[src/rtl/mem_arbiter.sv]
// Single-port memory arbiter: serialises instruction-fetch and data accesses onto one
// byte-lane unified memory, data-first with a fetch anti-starvation counter.
module mem_arbiter #(
    parameter int ADDR_W     = 14,
    parameter int DATA_W     = 32,
    parameter int MEM_LAT    = 1,
    parameter int STARVE_MAX = 4
) (
    input  logic              clk,
    input  logic              rst,
    input  logic              if_req,
    input  logic [ADDR_W-1:0] if_addr,
    output logic              if_gnt,
    output logic              if_rvalid,
    output logic [DATA_W-1:0] if_rdata,
    input  logic              dm_req,
    input  logic [3:0]        dm_we,
    input  logic [ADDR_W-1:0] dm_addr,
    input  logic [DATA_W-1:0] dm_wdata,
    output logic              dm_gnt,
    output logic              dm_rvalid,
    output logic [DATA_W-1:0] dm_rdata,
    output logic              mem_cs,
    output logic [3:0]        mem_we,
    output logic [ADDR_W-1:0] mem_addr,
    output logic [DATA_W-1:0] mem_wdata,
    input  logic [DATA_W-1:0] mem_rdata
);

    // Handshake: a requester holds req and its payload stable until a one-cycle gnt;
    // req still high in the cycle after gnt is a fresh request. rvalid is a one-cycle
    // pulse with rdata valid alongside it; there is no back-pressure on read data.

    localparam int SC_W = $clog2(STARVE_MAX + 1);
    localparam int LC_W = $clog2(MEM_LAT + 1);
    localparam logic [SC_W-1:0] SC_MAX  = SC_W'(STARVE_MAX);
    localparam logic [LC_W-1:0] LAT_VAL = LC_W'(MEM_LAT);
    localparam logic [LC_W-1:0] LAT_ONE = LC_W'(1);

    typedef enum logic [1:0] {
        S_IDLE   = 2'd0,
        S_ACCESS = 2'd1,
        S_WAIT   = 2'd2,
        S_RESP   = 2'd3
    } state_t;

    state_t            state;
    state_t            state_nxt;
    logic [SC_W-1:0]   starve_cnt;
    logic [SC_W-1:0]   starve_nxt;
    logic [LC_W-1:0]   lat_cnt;
    logic [LC_W-1:0]   lat_nxt;

    logic              pick_dm;
    logic              take;
    logic              capture;

    logic              owner_dm_q;
    logic [ADDR_W-1:0] addr_q;
    logic [3:0]        we_q;
    logic [DATA_W-1:0] wdata_q;
    logic [DATA_W-1:0] if_rdata_q;
    logic [DATA_W-1:0] dm_rdata_q;

    // Data wins a tie unless fetch has already been passed over STARVE_MAX times.
    always_comb begin
        pick_dm = 1'b0;
        if (dm_req && !(if_req && (starve_cnt == SC_MAX))) begin
            pick_dm = 1'b1;
        end
    end

    assign take    = (state == S_IDLE) && (if_req || dm_req);
    assign capture = (state == S_WAIT) && (lat_cnt == LAT_ONE);

    always_comb begin
        starve_nxt = starve_cnt;
        if (state == S_IDLE) begin
            if (!if_req) begin
                starve_nxt = '0;
            end else if (pick_dm) begin
                if (starve_cnt != SC_MAX) begin
                    starve_nxt = starve_cnt + SC_W'(1);
                end
            end else begin
                starve_nxt = '0;
            end
        end
    end

    always_comb begin
        lat_nxt = lat_cnt;
        case (state)
            S_ACCESS: lat_nxt = (we_q != 4'b0000) ? lat_cnt : LAT_VAL;
            S_WAIT:   lat_nxt = lat_cnt - LAT_ONE;
            default:  lat_nxt = lat_cnt;
        endcase
    end

    // State register
    always_ff @(posedge clk or posedge rst) begin
        if (rst) begin
            state      <= S_IDLE;
            starve_cnt <= '0;
            lat_cnt    <= '0;
        end else begin
            state      <= state_nxt;
            starve_cnt <= starve_nxt;
            lat_cnt    <= lat_nxt;
        end
    end

    // Next-state logic
    always_comb begin
        state_nxt = state;
        case (state)
            S_IDLE:   if (if_req || dm_req) state_nxt = S_ACCESS;
            S_ACCESS: state_nxt = (we_q != 4'b0000) ? S_IDLE : S_WAIT;
            S_WAIT:   if (lat_cnt == LAT_ONE) state_nxt = S_RESP;
            S_RESP:   state_nxt = S_IDLE;
            default:  state_nxt = S_IDLE;
        endcase
    end

    // Fetch is read-only, so its write enables and write data are latched as zero.
    always_ff @(posedge clk or posedge rst) begin
        if (rst) begin
            owner_dm_q <= 1'b0;
            addr_q     <= '0;
            we_q       <= 4'b0000;
            wdata_q    <= '0;
        end else if (take) begin
            owner_dm_q <= pick_dm;
            addr_q     <= pick_dm ? dm_addr : if_addr;
            we_q       <= pick_dm ? dm_we : 4'b0000;
            wdata_q    <= pick_dm ? dm_wdata : '0;
        end
    end

    always_ff @(posedge clk or posedge rst) begin
        if (rst) begin
            if_rdata_q <= '0;
            dm_rdata_q <= '0;
        end else if (capture) begin
            if (owner_dm_q) begin
                dm_rdata_q <= mem_rdata;
            end else begin
                if_rdata_q <= mem_rdata;
            end
        end
    end

    // Output decode: every output comes from state or latched registers only.
    always_comb begin
        mem_cs    = 1'b0;
        mem_we    = 4'b0000;
        if_gnt    = 1'b0;
        dm_gnt    = 1'b0;
        if_rvalid = 1'b0;
        dm_rvalid = 1'b0;
        case (state)
            S_ACCESS: begin
                mem_cs = 1'b1;
                mem_we = we_q;
                if_gnt = !owner_dm_q;
                dm_gnt = owner_dm_q;
            end
            S_RESP: begin
                if_rvalid = !owner_dm_q;
                dm_rvalid = owner_dm_q;
            end
            default: begin
                mem_cs = 1'b0;
            end
        endcase
    end

    assign mem_addr  = addr_q;
    assign mem_wdata = wdata_q;
    assign if_rdata  = if_rdata_q;
    assign dm_rdata  = dm_rdata_q;

endmodule

[config.mk]
export PLATFORM = sky130hd
export DESIGN_NAME = mem_arbiter
export DESIGN_NICKNAME = d
export VERILOG_FILES = /design/src/rtl/mem_arbiter.sv
export SDC_FILE = /design/constraint.sdc
export NUM_CORES = 1
export LEC_CHECK = 0
export BUFFER_PORTS_ARGS = -buffer_cell sky130_fd_sc_hd__buf_2
export CORE_MARGIN = 1
export CORE_UTILIZATION = 47
export DETAILED_ROUTE_END_ITERATION = 8
export PLACE_DENSITY = 0.9
export SLEW_MARGIN = 10
export SYNTH_ARGS = -nofsm -noshare
export SYNTH_HDL_FRONTEND = slang
export SYNTH_SLANG_ARGS = --single-unit
[constraint.sdc]
create_clock -name clk -period 3.95 [get_ports clk]
set_input_delay 0.395 -clock clk [delete_from_list [all_inputs] [get_ports clk]]
set_output_delay 0.395 -clock clk [all_outputs]
set_load 0.02 [all_outputs]
# ---- Yosys cells after proc, flatten, opt, wreduce, memory -nomap -nowiden
# Cells that the tools add are included.
dict set report word_totals {
  output_inout_bits 119
  in_bits 100
  mem_bits_rw 0
  latch_bits 0
  reg_bits 121
  n_memories 0
  word_cells 55
  mem_bits_ro 0
}
dict set report classes {
  eq_ne 9
  n_reduce_logical 15
  magnitude_cmp 0
  n_mux 19
  n_addsub 2
  multipliers 0
  bitwise 1
  n_div 0
  n_shift 0
}
# cell n
set ops {}
lappend ops {{$mux W32} 1}
lappend ops {{$mux W14} 1}
lappend ops {{$reduce_and A2 Y1} 5}
lappend ops {{$mux W3} 3}
lappend ops {{$mux W4} 2}
lappend ops {{$pmux W2 S4} 1}
lappend ops {{$mux W1} 7}
lappend ops {{$mux W2} 3}
lappend ops {{$eq A2 B2 Y1 const B} 2}
lappend ops {{$logic_and A1 B1 Y1} 4}
lappend ops {{$ne A2 B2 Y1 const B} 2}
lappend ops {{$reduce_bool A4 Y1} 1}
lappend ops {{$add A3 B1 Y3 const B} 1}
lappend ops {{$eq A3 B3 Y1 const B} 1}
lappend ops {{$ne A3 B2 Y1 const B} 1}
lappend ops {{$ne A3 B3 Y1 const B} 1}
lappend ops {{$eq A2 B1 Y1 const B} 1}
lappend ops {{$logic_not A1 Y1} 2}
lappend ops {{$logic_not A2 Y1} 1}
lappend ops {{$ne A2 B1 Y1 const B} 1}
lappend ops {{$pmux W1 S2} 1}
lappend ops {{$reduce_bool A2 Y1} 1}
lappend ops {{$logic_or A1 B1 Y1} 1}
lappend ops {{$not A1 Y1} 1}
lappend ops {{$sub A1 B1 Y1 const B} 1}

# ---- Longest topological paths before layout
dict set report logic_depth {
  depth_word 7
  ltp_mapped 7
  ltp_nobuf 5
}

# ---- Worst setup path after synthesis
# Ideal clock, no wire load.
dict set report synth_timing {
  path_kind {reg2out}
  from {reg with a tool-made name}
  to {out dm_gnt}
  t_arrival_ps 1128
  path_stages_with_launch 5
  n_path_buf 1
  path_slack_ps 2427
  required_ps 3555
  cell_sequence {dfrtp_1 buf_2 nand2b_1 inv_1 and2_1}
}
# element line
set synth_lines {}
lappend synth_lines {{end: declaration} 20} ;# output logic dm_gnt,

# ---- Final worst setup path
dict set report layout_timing {
  from {reg state[0]}
  to {reg wdata_q[13] (netlist: mem_wdata[13])}
}
dict set report layout_between {
  elab_chain_len 2
}
# element line
set layout_rtl {}
lappend layout_rtl {{start: declaration} 47} ;# state_t state;
lappend layout_rtl {{start signal: assignment} 107} ;# state <= state_nxt;
lappend layout_rtl {{$logic_not A2 Y1} 73} ;# assign take = (state == S_IDLE) && (if_req || dm_req);
lappend layout_rtl {{$logic_and A1 B1 Y1} 73}
lappend layout_rtl {{end signal: assignment} 136} ;# wdata_q <= pick_dm ? dm_wdata : '0;
lappend layout_rtl {{end: declaration} 61} ;# logic [DATA_W-1:0] wdata_q;
# Every way passes these cells.
# A chain may end at the register's enable or synchronous reset.

==> metrics <==
kind of end point of the critical path flip-flop; commonest non-fill, non-tap cell in the layout buf_2; R2R Path Start state[0]; top post-synthesis cells by area dfrtp_1 (63%), mux2_2 (7.9%), mux2_1 (7.0%); H-tree depth 4; routed vias 3,673; Clock Tree Buf Depth 2; actual slew at the worst max-slew pin 940.6 ps; CTS clk-pin slew, worst paths 60 ps; Final Cycle Share 0.5632; Ys Warns 0; Synth Cell Area 4823 µm²; Rows 36; VDD IR max 0.5015 mV; Clk network pwr share 0.245; antenna-violating nets left 0; skew final 6.821 ps; Setup Buffers After CTS 0; Max Transition Viols Final 0; initial core utilization 0.4890; Final Setup Violations 0; port bufs roughly 220; fin area 6554 µm²; Yosys top cell area share 0.6278; WHS between 50 and 60 ps; final hold viol count 0; Combinational Power Share 0.400; r2r worst-path depth 3; Cell Area, Placed about 6000 µm²; antenna violations before repair 0; Antenna Cells 0; Die Height 103.3 µm; setup TNS 0 ps; Seq cells post-synth roughly 120; # resized after CTS 0; Startpoint Class flip-flop; Worst Path Arrival ~2600 ps; Area Growth Syn to Fin 35.88%; most frequent cells in the layout buf_2 (218), dfrtp_1 (121), a22o_1 (36), mux2_2 (34), mux2_1 (30); TritonCTS clock tree done; largest net degree at the start of global routing 65; first-pass GRT wire length around 17 mm; CTS root buffer clkbuf_8; worst r2r dst mem_wdata[13]; syn_nets roughly 450; Post-synth EDFFs 0; Max Clk Rate 449.5 MHz; pwr dens between 900 and 1000 nW/µm²; Iter 0 DRT Violations 85; crit-path cells nor2_4 -> nand2_2 -> a22o_1; Setup WS pre-CTS 1251 ps; CTS Sinks around 120; Overflow after GRT 0; routed len/inst 15.99 µm; Pre-Repair DR Iteration Count 4; DRC Markers 0; RSZ-0062 raised after global routing no; layout cell share with drive strength beyond 1 0.5087; GR Util All Layers 0.2176; maxcap violations 0; Slowest-stage cell, CP nand2_2; library cells used by synthesis 35; Rel. slew slack 0.3714; Syn Inst Count 345; mean post-synth cell area approximately 14 µm²; Post-Route WL about 11 mm; R2R setup slack 1730 ps; crit-path max cell delay slightly above 600 ps; RD Place Congestion 0.7932; Hold Buf Count CTS 0; Critical Path RT 4330 ps; dpl hpwl between 8 and 9 mm; Core ar. around 10000 µm²; Int Pwr 0.003870 W; total CTS buffers 17; Switching Fraction 0.3800; register area share after synthesis 0.6278; status finished, final reports clean; Clock Latency Late Sink around 500 ps; vias in the first global route ~3.6k; final setup margin 1725 ps; P_leak approximately 3.3 nW; min-delay worst type input port to asynchronous set/reset pin; vias per std cell 5.210; Final min period around 2200 ps; Sequential Power Share 0.355; Top FF cell, synth dfrtp_1; Setup CP Type flip-flop to flip-flop; io pins between 200 and 250; fin nets between 600 and 700; P_sw 0.002372 W; crit-path max FO 38; die area approximately 11,000 µm²; Post-synth ARST share 1.000; post-synth top area cell dfrtp_1; Horiz. Die Dim 103.3 µm
-- flip-flops by register name (all words and copies together) (netlist names), named ones only --
signal	cells
owner_dm_q	1
we_q	4
dm_rdata	32
if_rdata	32
state	1
mem_wdata	32
lat_cnt	1
starve_cnt	3
mem_addr	14
-- Yosys cell counts, types with 2 or more instances --
library cell  count
and2_1            5
mux2_2           34
buf_6             3
nand3_1          15
buf_1             3
nand2_1           5
clkbuf_1          3
ha_1              2
and3_1            2
nand2b_1          2
inv_1            18
nor2_1            2
o221ai_1         14
mux2_1           30
nand4_1          16
buf_4             8
o21ai_0           3
a22o_1           36
dfrtp_1         121
buf_2             8
-- power by group through the flow --
stage / Clock (W) / Sequential (W) / Combinational [W]
global route: 0.00163 / 0.00230 / 0.00272
floorplan: 0 / 0.00290 / 0.000989
CTS: 0.00156 / 0.00222 / 0.00253
global placement: 0 / 0.00219 / 0.00245
finish: 0.00153 / 0.00222 / 0.00250
detailed placement: 0 / 0.00223 / 0.00252
-- through the flow --
stage / power, W / cells / utilization
detailed placement: 0.004752 / 674 / 0.6036
CTS: 0.006306 / 705 / 0.6640
finish: 0.006241 / 705 / 0.6644
floorplan: 0.003885 / 345 / -
global placement: 0.004632 / 674 / 0.6036
global route: 0.006647 / 705 / 0.6644
-- worst max-delay path by stage --
stage                   from                    endpoint  slack [ps]  cells after the start
floorplan                rst  asynchronous set/reset pin         340                      1
global placement      dm_req                mem_wdata[6]        1410                      4
detailed placement    dm_req                mem_wdata[1]        1250                      4
CTS                 state[0]               mem_wdata[13]        1330                      3
global route        state[0]               mem_wdata[13]        1520                      3
finish              state[0]               mem_wdata[13]        1730                      3
-- per-layer routing --
| metal | vias up | track usage | wire length, µm |
|---|---|---|---|
| met5 | - | 0 | 0 |
| met4 | 0 | 0.07476 | 105 |
| met3 | 9 | 0.07258 | 783 |
| li1 | 1708 | - | - |
| met2 | 160 | 0.3733 | 5784 |
| met1 | 1796 | 0.2572 | 4602 |
-- cells by family (layout without fill, tap and decap cells) --
family / count (synthesis) / after routing / synth area share
DFF: 121 / 121 / 0.6278
muxes: 64 / 64 / 0.1494
and+or+nand+nor: 58 / 58 / 0.07186
AOI/OAI and AO/OA: 57 / 57 / 0.09935
buffers and inverters: 43 / 270 / 0.04643
adders and majority gates: 2 / 2 / 0.005187
-- final cells by class --
cell class	count	area, µm²
sequential	121	3028
inverter	18	70.07
clock buffer	24	480.5
fill	724	3311
clock inverter	7	115.1
multi-input combinational	181	1580
timing repair buffer	221	1114
tap	133	166.4
-- worst max-delay path: cells and delay by family, from the launching register on --
kind / cells / cell delay [ps]
compound gates: 1 / 420
flops: 1 / 460
simple gates: 2 / 1220
Note: power is estimated with default switching activity, not from simulation.
